$ cat config.mk
export PLATFORM = sky130hd
export DESIGN_NAME = muldiv_unit_flat
export DESIGN_NICKNAME = d
export VERILOG_FILES = /design/src/rtl/muldiv_pkg.sv /design/src/rtl/muldiv_if.sv /design/src/rtl/muldiv_unit.sv /design/src/flat_wrapper.sv
export SDC_FILE = /design/constraint.sdc
export NUM_CORES = 1
export LEC_CHECK = 0
export BUFFER_PORTS_ARGS = -buffer_cell sky130_fd_sc_hd__clkbuf_2
export CAP_MARGIN = 15
export CORE_AREA = 2 2 210 212
export DETAILED_ROUTE_END_ITERATION = 16
export DIE_AREA = 0 0 212 214
export HOLD_SLACK_MARGIN = 0.03
export PLACE_DENSITY_LB_ADDON = 0.1
export SETUP_SLACK_MARGIN = 0.2
export SYNTH_ARGS = -nofsm -noshare
export SYNTH_HDL_FRONTEND = slang
export SYNTH_SLANG_ARGS = --single-unit
$ cat constraint.sdc
create_clock -name clock -period 11.3 [get_ports clock]
set_clock_uncertainty 0.2 [all_clocks]
set_input_delay 2.26 -clock clock [delete_from_list [all_inputs] [get_ports clock]]
set_output_delay 2.26 -clock clock [all_outputs]
set_load 0.01 [all_outputs]
$ cat src/rtl/muldiv_pkg.sv
// Shared definitions for the iterative multiply/divide unit:
// operation encodings, FSM states and iteration-counter width.
package muldiv_pkg;

    typedef enum logic [1:0] {
        OP_MULT  = 2'b00,
        OP_MULTU = 2'b01,
        OP_DIV   = 2'b10,
        OP_DIVU  = 2'b11
    } op_e;

    typedef enum logic [1:0] {
        IDLE,
        RUN,
        FIX
    } state_e;

    localparam int unsigned CNT_W = 6;

    function automatic logic op_is_signed(input op_e op);
        return (op == OP_MULT) || (op == OP_DIV);
    endfunction

    function automatic logic op_is_div(input op_e op);
        return (op == OP_DIV) || (op == OP_DIVU);
    endfunction

endpackage

$ cat src/rtl/muldiv_if.sv
// Request/result bundle between the pipeline and the multiply/divide unit.
interface muldiv_if #(
    parameter int unsigned WIDTH = 32
);
    logic             start;
    logic [1:0]       op;
    logic [WIDTH-1:0] rs_data;
    logic [WIDTH-1:0] rt_data;
    logic             hi_we;
    logic             lo_we;
    logic [WIDTH-1:0] wdata;
    logic             busy;
    logic             done;
    logic [WIDTH-1:0] hi;
    logic [WIDTH-1:0] lo;

    modport master (
        output start, op, rs_data, rt_data, hi_we, lo_we, wdata,
        input  busy, done, hi, lo
    );

    modport slave (
        input  start, op, rs_data, rt_data, hi_we, lo_we, wdata,
        output busy, done, hi, lo
    );
endinterface

$ cat src/rtl/muldiv_unit.sv
// Iterative HI/LO multiply/divide unit: one bit per cycle on operand
// magnitudes, sign fix-up and HI/LO write in a final FIX cycle.
module muldiv_unit
    import muldiv_pkg::*;
#(
    parameter int unsigned WIDTH = 32
) (
    input  logic    clock,
    input  logic    reset,
    muldiv_if.slave bus
);
    localparam int unsigned W2 = 2 * WIDTH;

    state_e           state_q, state_d;
    logic [CNT_W-1:0] cnt_q, cnt_d;
    op_e              op_q, op_d;
    logic [WIDTH-1:0] rs_q, rs_d;
    logic [WIDTH-1:0] rt_q, rt_d;
    logic [WIDTH-1:0] opnd_q, opnd_d;
    logic [WIDTH-1:0] hi_q, hi_d;
    logic [WIDTH-1:0] lo_q, lo_d;
    logic [W2-1:0]    acc_q, acc_d;

    op_e              in_op;
    logic             in_signed;
    logic [WIDTH-1:0] rs_mag, rt_mag;

    always_comb begin
        in_op     = op_e'(bus.op);
        in_signed = op_is_signed(in_op);
        rs_mag    = (in_signed && bus.rs_data[WIDTH-1]) ? -bus.rs_data : bus.rs_data;
        rt_mag    = (in_signed && bus.rt_data[WIDTH-1]) ? -bus.rt_data : bus.rt_data;
    end

    // acc holds {partial product} for multiply and {remainder, quotient} for divide
    logic [WIDTH:0]   mul_sum;
    logic [WIDTH:0]   div_shift;
    logic [WIDTH:0]   div_diff;
    logic [W2-1:0]    step;

    always_comb begin
        mul_sum   = {1'b0, acc_q[W2-1:WIDTH]} + (acc_q[0] ? {1'b0, opnd_q} : '0);
        div_shift = acc_q[W2-1:WIDTH-1];
        div_diff  = div_shift - {1'b0, opnd_q};
        if (op_is_div(op_q)) begin
            // remainder stays below the divisor, so the top bit of the difference is the borrow
            if (!div_diff[WIDTH]) begin
                step = {div_diff[WIDTH-1:0], acc_q[WIDTH-2:0], 1'b1};
            end else begin
                step = {div_shift[WIDTH-1:0], acc_q[WIDTH-2:0], 1'b0};
            end
        end else begin
            step = {mul_sum, acc_q[WIDTH-1:1]};
        end
    end

    logic             res_signed, rs_neg, rt_neg;
    logic [W2-1:0]    prod;
    logic [WIDTH-1:0] quo, rem, res_hi, res_lo;

    always_comb begin
        res_signed = op_is_signed(op_q);
        rs_neg     = res_signed & rs_q[WIDTH-1];
        rt_neg     = res_signed & rt_q[WIDTH-1];
        prod       = (rs_neg ^ rt_neg) ? -acc_q : acc_q;
        quo        = (rs_neg ^ rt_neg) ? -acc_q[WIDTH-1:0] : acc_q[WIDTH-1:0];
        rem        = rs_neg ? -acc_q[W2-1:WIDTH] : acc_q[W2-1:WIDTH];
        if (op_is_div(op_q)) begin
            if (rt_q == '0) begin
                res_hi = rs_q;
                res_lo = '1;
            end else begin
                res_hi = rem;
                res_lo = quo;
            end
        end else begin
            res_hi = prod[W2-1:WIDTH];
            res_lo = prod[WIDTH-1:0];
        end
    end

    always_comb begin
        state_d = state_q;
        cnt_d   = cnt_q;
        op_d    = op_q;
        rs_d    = rs_q;
        rt_d    = rt_q;
        opnd_d  = opnd_q;
        hi_d    = hi_q;
        lo_d    = lo_q;
        acc_d   = acc_q;
        unique case (state_q)
            IDLE: begin
                if (bus.start) begin
                    state_d = RUN;
                    cnt_d   = '0;
                    op_d    = in_op;
                    rs_d    = bus.rs_data;
                    rt_d    = bus.rt_data;
                    if (op_is_div(in_op)) begin
                        acc_d  = {{WIDTH{1'b0}}, rs_mag};
                        opnd_d = rt_mag;
                    end else begin
                        acc_d  = {{WIDTH{1'b0}}, rt_mag};
                        opnd_d = rs_mag;
                    end
                end else begin
                    if (bus.hi_we) hi_d = bus.wdata;
                    if (bus.lo_we) lo_d = bus.wdata;
                end
            end
            RUN: begin
                acc_d = step;
                cnt_d = cnt_q + 1'b1;
                if (cnt_q == CNT_W'(WIDTH - 1)) state_d = FIX;
            end
            FIX: begin
                hi_d    = res_hi;
                lo_d    = res_lo;
                cnt_d   = '0;
                state_d = IDLE;
            end
            default: state_d = IDLE;
        endcase
    end

    always_ff @(posedge clock or posedge reset) begin
        if (reset) begin
            state_q <= IDLE;
            cnt_q   <= '0;
            op_q    <= OP_MULT;
            rs_q    <= '0;
            rt_q    <= '0;
            opnd_q  <= '0;
            hi_q    <= '0;
            lo_q    <= '0;
            acc_q   <= '0;
        end else begin
            state_q <= state_d;
            cnt_q   <= cnt_d;
            op_q    <= op_d;
            rs_q    <= rs_d;
            rt_q    <= rt_d;
            opnd_q  <= opnd_d;
            hi_q    <= hi_d;
            lo_q    <= lo_d;
            acc_q   <= acc_d;
        end
    end

    // the corrected result is visible during FIX so it lines up with done
    always_comb begin
        bus.busy = (state_q == RUN);
        bus.done = (state_q == FIX);
        bus.hi   = (state_q == FIX) ? res_hi : hi_q;
        bus.lo   = (state_q == FIX) ? res_lo : lo_q;
    end

endmodule
$ cat src/flat_wrapper.sv
// flat-port wrapper written by rule: the top's interface ports become plain ports
module muldiv_unit_flat import muldiv_pkg::*;
#(
    parameter int unsigned WIDTH = 32
)
  (clock, reset, bus_start, bus_op, bus_rs_data, bus_rt_data, bus_hi_we, bus_lo_we, bus_wdata, bus_busy, bus_done, bus_hi, bus_lo);
  muldiv_if #(.WIDTH(WIDTH)) bus_i ();
  input  logic clock;
  input  logic reset;
  input wire logic [$bits(bus_i.start)-1:0] bus_start;
  input wire logic [$bits(bus_i.op)-1:0] bus_op;
  input wire logic [$bits(bus_i.rs_data)-1:0] bus_rs_data;
  input wire logic [$bits(bus_i.rt_data)-1:0] bus_rt_data;
  input wire logic [$bits(bus_i.hi_we)-1:0] bus_hi_we;
  input wire logic [$bits(bus_i.lo_we)-1:0] bus_lo_we;
  input wire logic [$bits(bus_i.wdata)-1:0] bus_wdata;
  output wire logic [$bits(bus_i.busy)-1:0] bus_busy;
  output wire logic [$bits(bus_i.done)-1:0] bus_done;
  output wire logic [$bits(bus_i.hi)-1:0] bus_hi;
  output wire logic [$bits(bus_i.lo)-1:0] bus_lo;
  assign bus_i.start = bus_start;
  assign bus_i.op = bus_op;
  assign bus_i.rs_data = bus_rs_data;
  assign bus_i.rt_data = bus_rt_data;
  assign bus_i.hi_we = bus_hi_we;
  assign bus_i.lo_we = bus_lo_we;
  assign bus_i.wdata = bus_wdata;
  assign bus_busy = bus_i.busy;
  assign bus_done = bus_i.done;
  assign bus_hi = bus_i.hi;
  assign bus_lo = bus_i.lo;
  muldiv_unit #(.WIDTH(WIDTH)) u_core (.clock(clock), .reset(reset), .bus(bus_i));
endmodule
Yosys cells after proc, flatten, opt, wreduce, memory -nomap -nowiden
Index checks and enable logic that the tools add are counted.
- flip-flop bits (word level): 234
- bits in latches: 0
- bits in writable memories: 0
- memory bits (read-only): 0
- input bits: 103
- output and inout port bits: 66
- memories: 0
- add/sub/neg operators: 8
- multiply operators: 0
- div/mod/pow operators: 0
- $lt $le $gt $ge: 0
- equal/unequal tests: 12
- shift-type cells: 0
- muxes and demuxes: 29
- bitwise logic cells: 3
- reduce and logical (&&, ||, !) cells: 19
- operators by type and width (kind ; count):
    $mux W32 ; 17
    $mux W64 ; 4
    $neg A32 Y32 ; 4
    $pmux W32 S2 ; 2
    $pmux W64 S2 ; 1
    $neg A64 Y64 ; 1
    $add A32 B33 Y33 ; 1
    $sub A33 B32 Y33 ; 1
    $logic_not A32 Y1 ; 1
    $pmux W6 S3 ; 1
    $eq A2 B2 Y1 const B ; 5
    $ne A2 B2 Y1 const B ; 4
    $reduce_and A2 Y1 ; 4
    $add A6 B1 Y6 const B ; 1
    $eq A6 B5 Y1 const B ; 1
    $logic_not A2 Y1 ; 3
    $mux W6 ; 1
    $reduce_and A3 Y1 ; 2
    $logic_or A1 B1 Y1 ; 4
    $mux W2 ; 2
    $pmux W2 S2 ; 1
    $reduce_bool A2 Y1 ; 2
    $reduce_bool A3 Y1 ; 1
    $and A1 B1 Y1 ; 2
    other kinds (4) ; 5

Logic depth before layout (Yosys ltp)
Gate-level depths: netlist of run 1.
- depth after elaboration: 8
- gate-level depth with buffers: 15
- gate-level depth less buffers: 14

Worst setup path before layout of run 1
No wires, ideal clock.
- path type: register to output
- from: reg u_core.acc_q[33]
- to: out bus_hi[30]
- arrival: 3.239 ns
- path slack: 5.601 ns
- stages on the path, launching flop included: 14
- path buffers: 1
- cell sequence: dfrtp_1 -> clkbuf_1 -> inv_1 -> ha_1 -> or4b_4 -> or4_4 -> nor3_2 -> and2_1 -> nand2_2 -> nor4_4 -> a31oi_1 -> a211o_1 -> a221oi_2 -> nor2_1
- cells in the longest elaborated chain, start to end: 5
- ends and longest elaborated chain (element ; RTL line ; RTL):
    from (decl) ; muldiv_unit.sv:22 ; logic [W2-1:0] acc_q, acc_d;
    from (signal assigned) ; muldiv_unit.sv:137 ; acc_q <= '0;
    from (signal assigned) ; muldiv_unit.sv:147 ; acc_q <= acc_d;
    $neg A32 Y32 ; muldiv_unit.sv:67 ; rem = rs_neg ? -acc_q[W2-1:WIDTH] : acc_q[W2-1:WIDTH];
    $mux W32 ; muldiv_unit.sv:67 ;
    $mux W32 ; muldiv_unit.sv:69 ; if (rt_q == '0) begin
    $mux W32 (*) ; muldiv_unit.sv:68 ; if (op_is_div(op_q)) begin
    $mux W32 (*) ; muldiv_unit.sv:155 ; bus.hi = (state_q == FIX) ? res_hi : hi_q;
    to (decl) ; flat_wrapper.sv:19 ; output wire logic [$bits(bus_i.hi)-1:0] bus_hi;
Mark *: on every way between the ends. The rest lies on a longest branch, timed or not.

Final worst setup path of run 1
- from: reg u_core.acc_q[2]
- to: out bus_hi[31]
- cells in the longest elaborated chain, start to end: 4
- ends and longest elaborated chain (element ; RTL line ; RTL):
    $neg A64 Y64 ; muldiv_unit.sv:65 ; prod = (rs_neg ^ rt_neg) ? -acc_q : acc_q;
    $mux W64 ; muldiv_unit.sv:65 ;
    $mux W32 ; muldiv_unit.sv:68 ;
    $mux W32 ; muldiv_unit.sv:155 ;
Every way passes these cells.

==> flow_metrics.py, run 1 <==
metrics = {
    "run_status": {
        "status": "complete, no violations",
    },
    "finish": {
        "final_nets": 2762,
        "area_delta_synth_final_pct": 11.0,
        "num-fill-cells": 4313,
        "multi_input_area_sq_mm": 0.0123,
        "drive_gt1_frac": 0.114,
        "seq_area_sq_mm": 0.00586,
        "n_antenna_cell": 0,
    },
    "sta": {
        "rsz0062_at_grt": "no",
        "final-hold-violation-count": 0,
        "slew_headroom": 0.233,
        "setup_viol": 0,
        "fin_crit_ps": 7000,
        "worst_slew_pin_slew_ps": 1150,
        "drv_slew": 0,
        "setup-tns-final_ps": 0,
        "max_freq_ghz": 0.143,
        "fin_crit_sh": 0.619,
    },
    "detailed_routing": {
        "dr.pass1.iters": 7,
        "routed-via-count": 19600,
        "drt-initial-drc-count": 1994,
        "wl_mm": 76.9,
        "vias_per_cell": 6.15,
        "antenna_left": 0,
        "drc": 0,
        "wire_per_inst_um": 24.1,
    },
    "floorplan": {
        "rows": 76,
        "dieArea_sq_mm": 0.0454,
        "dieWidth_um": 212,
        "core_area_sq_mm": 0.0429,
        "die_y_um": 214,
        "ios": 169,
        "initial_core_util": 0.445,
    },
    "logic_synthesis": {
        "ys_seq_area_frac": 0.307,
        "ys.flop_type": "dfrtp_1",
        "synthTopCellsByArea": "dfrtp_1 31%, nand2_1 8.5%, a21oi_1 6.1%",
        "synth_top_area_frac": 0.307,
        "synth_area_sq_mm": 0.0191,
        "ys_top_cells_by_count": "433 x nand2_1, 305 x nor2_1, 234 x a21oi_1, 234 x dfrtp_1, 192 x o21ai_0",
        "syn_inst": 2552,
        "ys.warnings.count": 0,
        "synth.distinct_cells": 81,
        "synth_edf_count": 0,
        "synth_top_area_cell": "dfrtp_1",
        "synth_area_per_cell_sq_um": 7.49,
        "yosysMostFrequentCell": "nand2_1",
        "ys_ff_latch": 234,
        "synthArstFlopShare": 1.00,
        "syn_nets": 2726,
    },
    "cts": {
        "clkSinkCount": 234,
        "postCtsHoldBufs": 0,
        "postCtsSetupRepairBufs": 0,
        "clk_pin_slew_worst_paths_ps": 60,
        "clock_path_buffers": 3,
        "root_buffer": "clkbuf_16",
        "cts_buffers": 29,
        "insertion_delay_ps": 600,
        "cts_resized": 0,
        "cts_tree": "done",
        "htreeDepth": 1,
    },
    "global_route": {
        "gr-total-overflow": 0,
        "grt_pass1_vias": 18100,
        "antenna_found_initial": 0,
        "grt_use_total": 0.331,
        "grt_max_degree": 121,
        "grt_pass1_wl_mm": 114,
    },
    "critical_path": {
        "worstPathRequired_ps": 8840,
        "end_kind": "primary output",
        "worstPathMaxFanout": 9,
        "cp.arrival_ps": 4540,
        "cp-start-kind": "register",
        "worstSetupPathType": "reg2out",
    },
    "power_and_ir_drop": {
        "power.leakage_nw": 9.47,
        "power_density_mw_per_mm2": 276,
        "total_power_mw": 5.86,
        "peakVddDrop_v": 0.000341,
    },
    "worst_hold_path": {
        "hp-class": "reg2reg",
    },
    "job": {
        "max-cap-violations": 0,
    },
    "place": {
        "dp_hpwl_mm": 58.2,
        "place.gp.congestion": 0.962,
        "port_buffers": 168,
    },
}
critical path, stage by stage, from the launching register on:
cell and delay (ps):
dfrtp_1 450, or2_2 330, nor4_1 620, and3_1 480, nand3_1 190, nor2_1 300
nand4_1 240, nor3_1 340, nor3_1 80, a311oi_1 600, nor2_1 140, clkbuf_2 160
metrics by stage:
step	setup slack (ps)	cell area (sq um)	std cells	hold WS (ps)	util
floorplan	2420	19100	2552	240	-
global placement	5100	20200	3141	257	0.471
detailed placement	5040	20200	3141	264	0.471
CTS	4400	21200	3195	278	0.494
global route	4080	21200	3196	293	0.495
finish	4300	21200	3196	276	0.495
flip-flops by register name (all words and copies together) (netlist names):
signal and flops:
u_core.state_q 2, u_core.op_q 2, u_core.rs_q 32, u_core.hi_q 32, u_core.acc_q 64, u_core.opnd_q 32, u_core.lo_q 32, u_core.rt_q 32
u_core.cnt_q 6
routing by layer:
metal	vias to the layer above	track usage	share of wire
met5	-	0	0
met3	151	0.0449	0.076
met4	0	0.128	0.044
met2	885	0.509	0.44
li1	9087	-	-
met1	9520	0.469	0.44
power breakdown:
group	switching, mW	internal (mW)
Clock	0.401	0.582
Sequential	0.492	1.10
Combinational	1.98	1.30
Total	2.87	2.99
final cells by class:
class,instances,area share
Multi-Input combinational cell,2059,0.580
Clock buffer,40,0.0390
Clock inverter,14,0.00802
Timing Repair Buffer,199,0.0505
Tap cell,585,0.0345
Sequential cell,234,0.276
Inverter,65,0.0119
logic make-up (layout without fill, tap and decap cells):
group / after synthesis / in the layout / share of synthesized area
AO/OA/AOI/OAI: 751 / 751 / 0.245
XOR/XNOR: 171 / 171 / 0.0784
adder cells (fa/ha/maj): 71 / 71 / 0.0473
buffers and inverters: 259 / 318 / 0.0531
flip-flops: 234 / 234 / 0.307
multiplexers: 68 / 68 / 0.0360
AND/OR/NAND/NOR: 998 / 998 / 0.233
layout by cell type (no fill, tap or decap), types with 40 or more instances in the layout:
master    instances
clkbuf_2        169
mux2i_1          63
dfrtp_1         233
o31ai_1          40
xnor2_1          90
inv_1            61
nor3_1           53
a21oi_1         234
nor2_1          303
o21ai_0         192
nand2_1         432
ha_1             69
xor2_1           80
worst paths after layout:
check	startpoint	end	slack, ps	depth (start not counted)
max reg2reg	u_core.acc_q[31]$_DFFE_PP0P_	u_core.acc_q[41]$_DFFE_PP0P_	6300	15
min reg2reg	u_core.hi_q[20]$_DFFE_PP0P_	u_core.hi_q[20]$_DFFE_PP0P_	280	2
min	u_core.hi_q[20]$_DFFE_PP0P_	u_core.hi_q[20]$_DFFE_PP0P_	280	2
max	u_core.acc_q[2]$_DFFE_PP0P_	bus_hi[31]	4300	11
min in group asynchronous	reset	u_core.acc_q[36]$_DFFE_PP0P_	1610	2
max in group asynchronous	reset	u_core.rt_q[23]$_DFFE_PP0P_	7220	4
Note: power is estimated with default switching activity, not from simulation.
==> run 2, diff against run 1 <==
- clock period: 11.3 -> 6.8 ns (I/O delays scaled with it)
==> flow_metrics.py, run 2 (synthesized netlist as in run 1, its figures left out) <==
metrics = {
    "global_route": {
        "grt_pass1_wl_mm": 116,
        "grt_busiest_layer": "met2",
        "grt_use_total": 0.335,
        "grt_pass1_vias": 18300,
        "met2_usage": 0.511,
        "met3_usage": 0.0410,
        "gr-total-overflow": 0,
        "grt_max_degree": 141,
        "antenna_found_initial": 1,
        "use_met1": 0.480,
    },
    "place": {
        "port_buffers": 168,
        "place.gp.congestion": 0.963,
        "dp_hpwl_mm": 58.5,
        "placed_cells": 3157,
        "placed_area_sq_mm": 0.0203,
    },
    "detailed_routing": {
        "drt-initial-drc-count": 2322,
        "routed-via-count": 19800,
        "drc": 0,
        "wire_per_inst_um": 24.1,
        "wl_mm": 77.4,
        "dr.pass1.iters": 6,
        "vias_per_cell": 6.15,
        "antenna_left": 0,
    },
    "floorplan": {
        "dieWidth_um": 212,
        "dieArea_sq_mm": 0.0454,
        "die_y_um": 214,
        "rows": 76,
        "initial_core_util": 0.445,
        "core_area_sq_mm": 0.0429,
        "ios": 169,
    },
    "critical_path": {
        "ff2ff_path_depth": 14,
        "cp-start-kind": "register",
        "worstPathRequired_ps": 5240,
        "rr_startpoint": "u_core.acc_q[31]$_DFFE_PP0P_",
        "setup.worst_path.start": "u_core.acc_q[2]$_DFFE_PP0P_",
        "worstSetupPathType": "reg2out",
        "cp-endpoint": "bus_hi[3]",
        "worstPathMaxFanout": 9,
        "end_kind": "primary output",
        "cp.arrival_ps": 4510,
        "r2r_end": "u_core.acc_q[61]$_DFFE_PP0P_",
        "reg2reg_slack_ps": 1870,
    },
    "power_and_ir_drop": {
        "peakVddDrop_v": 0.000240,
        "power_density_mw_per_mm2": 461,
        "power.leakage_nw": 9.51,
    },
    "cts": {
        "clk_pin_slew_worst_paths_ps": 60,
        "cts_tree": "done",
        "postCtsHoldBufs": 0,
        "cts_resized": 0,
        "cts_buffers": 29,
        "clkSinkCount": 234,
        "clock_path_buffers": 3,
        "postCtsSetupRepairBufs": 0,
        "htreeDepth": 1,
        "root_buffer": "clkbuf_16",
        "insertion_delay_ps": 580,
    },
    "sta": {
        "setup_viol": 0,
        "max_freq_ghz": 0.165,
        "fin_crit_sh": 0.893,
        "rsz0062_at_grt": "no",
        "setup-tns-final_ps": 0,
        "worst_slew_pin_slew_ps": 1240,
        "final-hold-violation-count": 0,
        "drv_slew": 0,
        "fin_crit_ps": 6070,
        "slew_headroom": 0.154,
    },
    "finish": {
        "fin_area_sq_mm": 0.0213,
        "multi_input_area_sq_mm": 0.0123,
        "largest_reg_flops": 64,
        "instances_no_fill": 3211,
        "area_delta_synth_final_pct": 11.6,
        "final_common_cell": "nand2_1",
        "mostFrequentLayoutCells": "432 x nand2_1, 303 x nor2_1, 234 x a21oi_1, 233 x dfrtp_1, 192 x o21ai_0",
        "num-fill-cells": 4357,
        "final_nets": 2777,
        "seq_area_sq_mm": 0.00586,
        "n_antenna_cell": 0,
        "top_register": "u_core.acc_q",
        "drive_gt1_frac": 0.119,
    },
    "worst_hold_path": {
        "hold-path-cell-count": 2,
        "hp-class": "reg2reg",
    },
    "run_status": {
        "status": "complete, no violations",
    },
    "job": {
        "max-cap-violations": 0,
    },
}
## run 2: per-layer routing
layer | wire length [um] | part of all wire | up-vias
li1 | - | - | 9108
met1 | 33900 | 0.44 | 9572
met2 | 34000 | 0.44 | 922
met3 | 5890 | 0.076 | 151
met4 | 3610 | 0.047 | 0
met5 | 0 | 0 | -
## run 2: through the flow
stage          hold WS, ps  total power [mW]  worst slack (ps)   util
2_1_floorplan          240              6.36              2000      -
3_3_place_gp           258              8.02              1630  0.474
3_5_place_dp           264              8.10              1480  0.474
4_1_cts                279              9.72               837  0.497
5_1_grt                294              10.5               502  0.497
6_report               276              9.82               727  0.497
## run 2: worst min path at each step
stage | from | end
floorplan | u_core.rs_q[12]$_DFFE_PP0P_ | u_core.rs_q[12]$_DFFE_PP0P_
global placement | u_core.rt_q[24]$_DFFE_PP0P_ | u_core.rt_q[24]$_DFFE_PP0P_
detailed placement | u_core.rt_q[9]$_DFFE_PP0P_ | u_core.rt_q[9]$_DFFE_PP0P_
CTS | u_core.rt_q[22]$_DFFE_PP0P_ | u_core.rt_q[22]$_DFFE_PP0P_
global route | u_core.hi_q[5]$_DFFE_PP0P_ | u_core.hi_q[5]$_DFFE_PP0P_
finish | u_core.rt_q[9]$_DFFE_PP0P_ | u_core.rt_q[9]$_DFFE_PP0P_
## run 2: final cells by class
class                           count  area share
Clock buffer                       36      0.0362
Clock inverter                     18     0.00892
Inverter                           65      0.0116
Multi-Input combinational cell   2059       0.577
Sequential cell                   234       0.275
Tap cell                          585      0.0343
Timing Repair Buffer              214      0.0567
## run 2: critical path, cell delays in order (launching register included)
cell and delay, ps:
dfrtp_1 460, or2_2 330, nor4_1 660, and3_1 480, and2_1 360, nor3_1 80
a31oi_1 160, nor2_1 50, a2111oi_0 1070, nor2_1 120, clkbuf_2 170
## run 2: where the power goes
group	switching [mW]	internal [mW]	leakage (nW)	total, mW
Clock	0.675	0.922	0.465	1.60
Combinational	3.47	2.22	6.20	5.69
Sequential	0.702	1.84	2.85	2.54
Total	4.84	4.98	9.51	9.82
==> run 3, diff against run 2 <==
--- a/config.mk
+++ b/config.mk
@@ -14,2 +14,3 @@
 export PLACE_DENSITY_LB_ADDON = 0.1
+export RECOVER_POWER = 50
 export SETUP_SLACK_MARGIN = 0.2
--- a/constraint.sdc
+++ b/constraint.sdc
@@ -4,2 +4,2 @@
 set_output_delay 1.36 -clock clock [all_outputs]
-set_load 0.01 [all_outputs]
+set_load 0.1 [all_outputs]
==> flow_metrics.py, run 3 (synthesized netlist as in run 1, its figures left out) <==
metrics = {
    "global_route": {
        "grt_busiest_layer": "met2",
        "antenna_found_initial": 2,
        "grt_use_total": 0.335,
        "gr-total-overflow": 0,
        "met2_usage": 0.505,
        "use_met1": 0.479,
        "grt_pass1_wl_mm": 116,
        "grt_pass1_vias": 18400,
        "grt_max_degree": 145,
        "met3_usage": 0.0491,
    },
    "place": {
        "place.gp.congestion": 0.975,
        "placed_area_sq_mm": 0.0204,
        "placed_cells": 3160,
        "place_ws_ps": 1250,
        "port_buffers": 168,
        "dp_hpwl_mm": 58.6,
    },
    "sta": {
        "max_freq_ghz": 0.162,
        "drv_slew": 481,
        "fin_crit_sh": 0.909,
        "setup_viol": 0,
        "final-hold-violation-count": 0,
        "fin_crit_ps": 6180,
        "setup-tns-final_ps": 0,
        "worst_slack_ps": 620,
        "worst_slew_pin_slew_ps": 4080,
        "slew_headroom": -1.72,
        "rsz0062_at_grt": "no",
    },
    "floorplan": {
        "dieWidth_um": 212,
        "die_y_um": 214,
        "dieArea_sq_mm": 0.0454,
        "rows": 76,
        "core_area_sq_mm": 0.0429,
        "ios": 169,
        "initial_core_util": 0.445,
    },
    "cts": {
        "clk_pin_slew_worst_paths_ps": 60,
        "clock_path_buffers": 3,
        "htreeDepth": 1,
        "insertion_delay_ps": 590,
        "cts_buffers": 29,
        "cts_tree": "done",
        "postCtsSetupRepairBufs": 0,
        "root_buffer": "clkbuf_16",
        "postCtsHoldBufs": 0,
        "clkSinkCount": 234,
        "cts_resized": 0,
    },
    "finish": {
        "largest_reg_flops": 64,
        "fin_area_sq_mm": 0.0214,
        "instances_no_fill": 3211,
        "top_register": "u_core.acc_q",
        "drive_gt1_frac": 0.118,
        "n_antenna_cell": 0,
        "final_common_cell": "nand2_1",
        "area_delta_synth_final_pct": 11.9,
        "utilization": 0.498,
        "mostFrequentLayoutCells": "433 x nand2_1, 303 x nor2_1, 234 x a21oi_1, 233 x dfrtp_1, 192 x o21ai_0",
        "final_nets": 2780,
    },
    "detailed_routing": {
        "drt-initial-drc-count": 2217,
        "wire_per_inst_um": 24.1,
        "drc": 0,
        "wl_mm": 77.3,
        "dr.pass1.iters": 6,
        "antenna_left": 0,
        "vias_per_cell": 6.15,
        "routed-via-count": 19800,
    },
    "critical_path": {
        "crit_path_cell_trace": "inv_1 -> ha_1 -> or4b_4 -> or4_4 -> or3_1 -> nor2b_2 -> nand3b_1 -> o21ai_0 -> mux2i_1 -> a21oi_1 -> a211oi_1 -> nor2_1 -> clkbuf_2",
        "worstPathRequired_ps": 5240,
        "worstPathMaxFanout": 9,
        "worstSetupPathType": "reg2out",
        "crit_path_top_delay_cell": "or4b_4",
        "end_kind": "primary output",
        "cp-start-kind": "register",
        "cpPeakStageDelay_ps": 510,
        "cp.arrival_ps": 4620,
    },
    "power_and_ir_drop": {
        "power.leakage_nw": 9.54,
        "peakVddDrop_v": 0.000392,
        "power_density_mw_per_mm2": 494,
    },
    "run_status": {
        "violations": "max-capacitance violations, max-slew violations",
        "status": "finished with violations",
    },
    "worst_hold_path": {
        "hp-class": "reg2reg",
    },
    "job": {
        "max-cap-violations": 6,
    },
}
[run 3: final timing paths]
| kind | from | endpoint | slack [ps] | depth (start not counted) |
|---|---|---|---|---|
| max in group asynchronous | reset | u_core.op_q[1]$_DFFE_PP0P_ | 1190 | 3 |
| worst min-delay path | u_core.hi_q[6]$_DFFE_PP0P_ | u_core.hi_q[6]$_DFFE_PP0P_ | 280 | 2 |
| worst max-delay path | u_core.acc_q[32]$_DFFE_PP0P_ | bus_hi[28] | 620 | 13 |
| min in group asynchronous | reset | u_core.acc_q[41]$_DFFE_PP0P_ | 780 | 2 |
| worst min register to register | u_core.hi_q[6]$_DFFE_PP0P_ | u_core.hi_q[6]$_DFFE_PP0P_ | 280 | 2 |
| worst max register to register | u_core.state_q[1]$_DFFE_PP0P_ | u_core.acc_q[6]$_DFFE_PP0P_ | 1050 | 6 |
[run 3: final cells by class]
type | instances | area [sq um]
inverters | 65 | 245
well taps | 585 | 732
clock inverters | 14 | 234
repair buffers | 217 | 1200
multi-input cells | 2059 | 12300
flip-flops and latches | 234 | 5860
fillers | 4297 | 21500
clock buffers | 37 | 806
[run 3: through the flow]
| stage | hold WS (ps) | power, mW |
|---|---|---|
| CTS | 280 | 10.5 |
| floorplan | 240 | 6.95 |
| detailed placement | 267 | 8.71 |
| global placement | 258 | 8.66 |
| global route | 301 | 11.2 |
| finish | 276 | 10.6 |
[run 3: metal layers]
layer | up-vias | wire length [um]
li1 | 9108 | -
met4 | 2 | 3650
met5 | - | 11
met3 | 148 | 6570
met2 | 962 | 33300
met1 | 9533 | 33900
[run 3: report_power, final]
| group | leakage [nW] | switching, mW | internal [mW] | total (mW) |
|---|---|---|---|---|
| Sequential | 2.85 | 0.655 | 1.84 | 2.50 |
| Combinational | 6.18 | 4.11 | 2.24 | 6.34 |
| Clock | 0.511 | 0.667 | 1.06 | 1.73 |
| Total | 9.54 | 5.43 | 5.14 | 10.6 |
[run 3: critical path, delay by kind of cell, from the launching register on]
family                     cells  cell delay, ps
adders and majority gates      1             280
AOI/OAI and AO/OA              3             540
buffers and inverters          2             690
DFF                            1             470
and+or+nand+nor                6            1940
muxes                          1             100
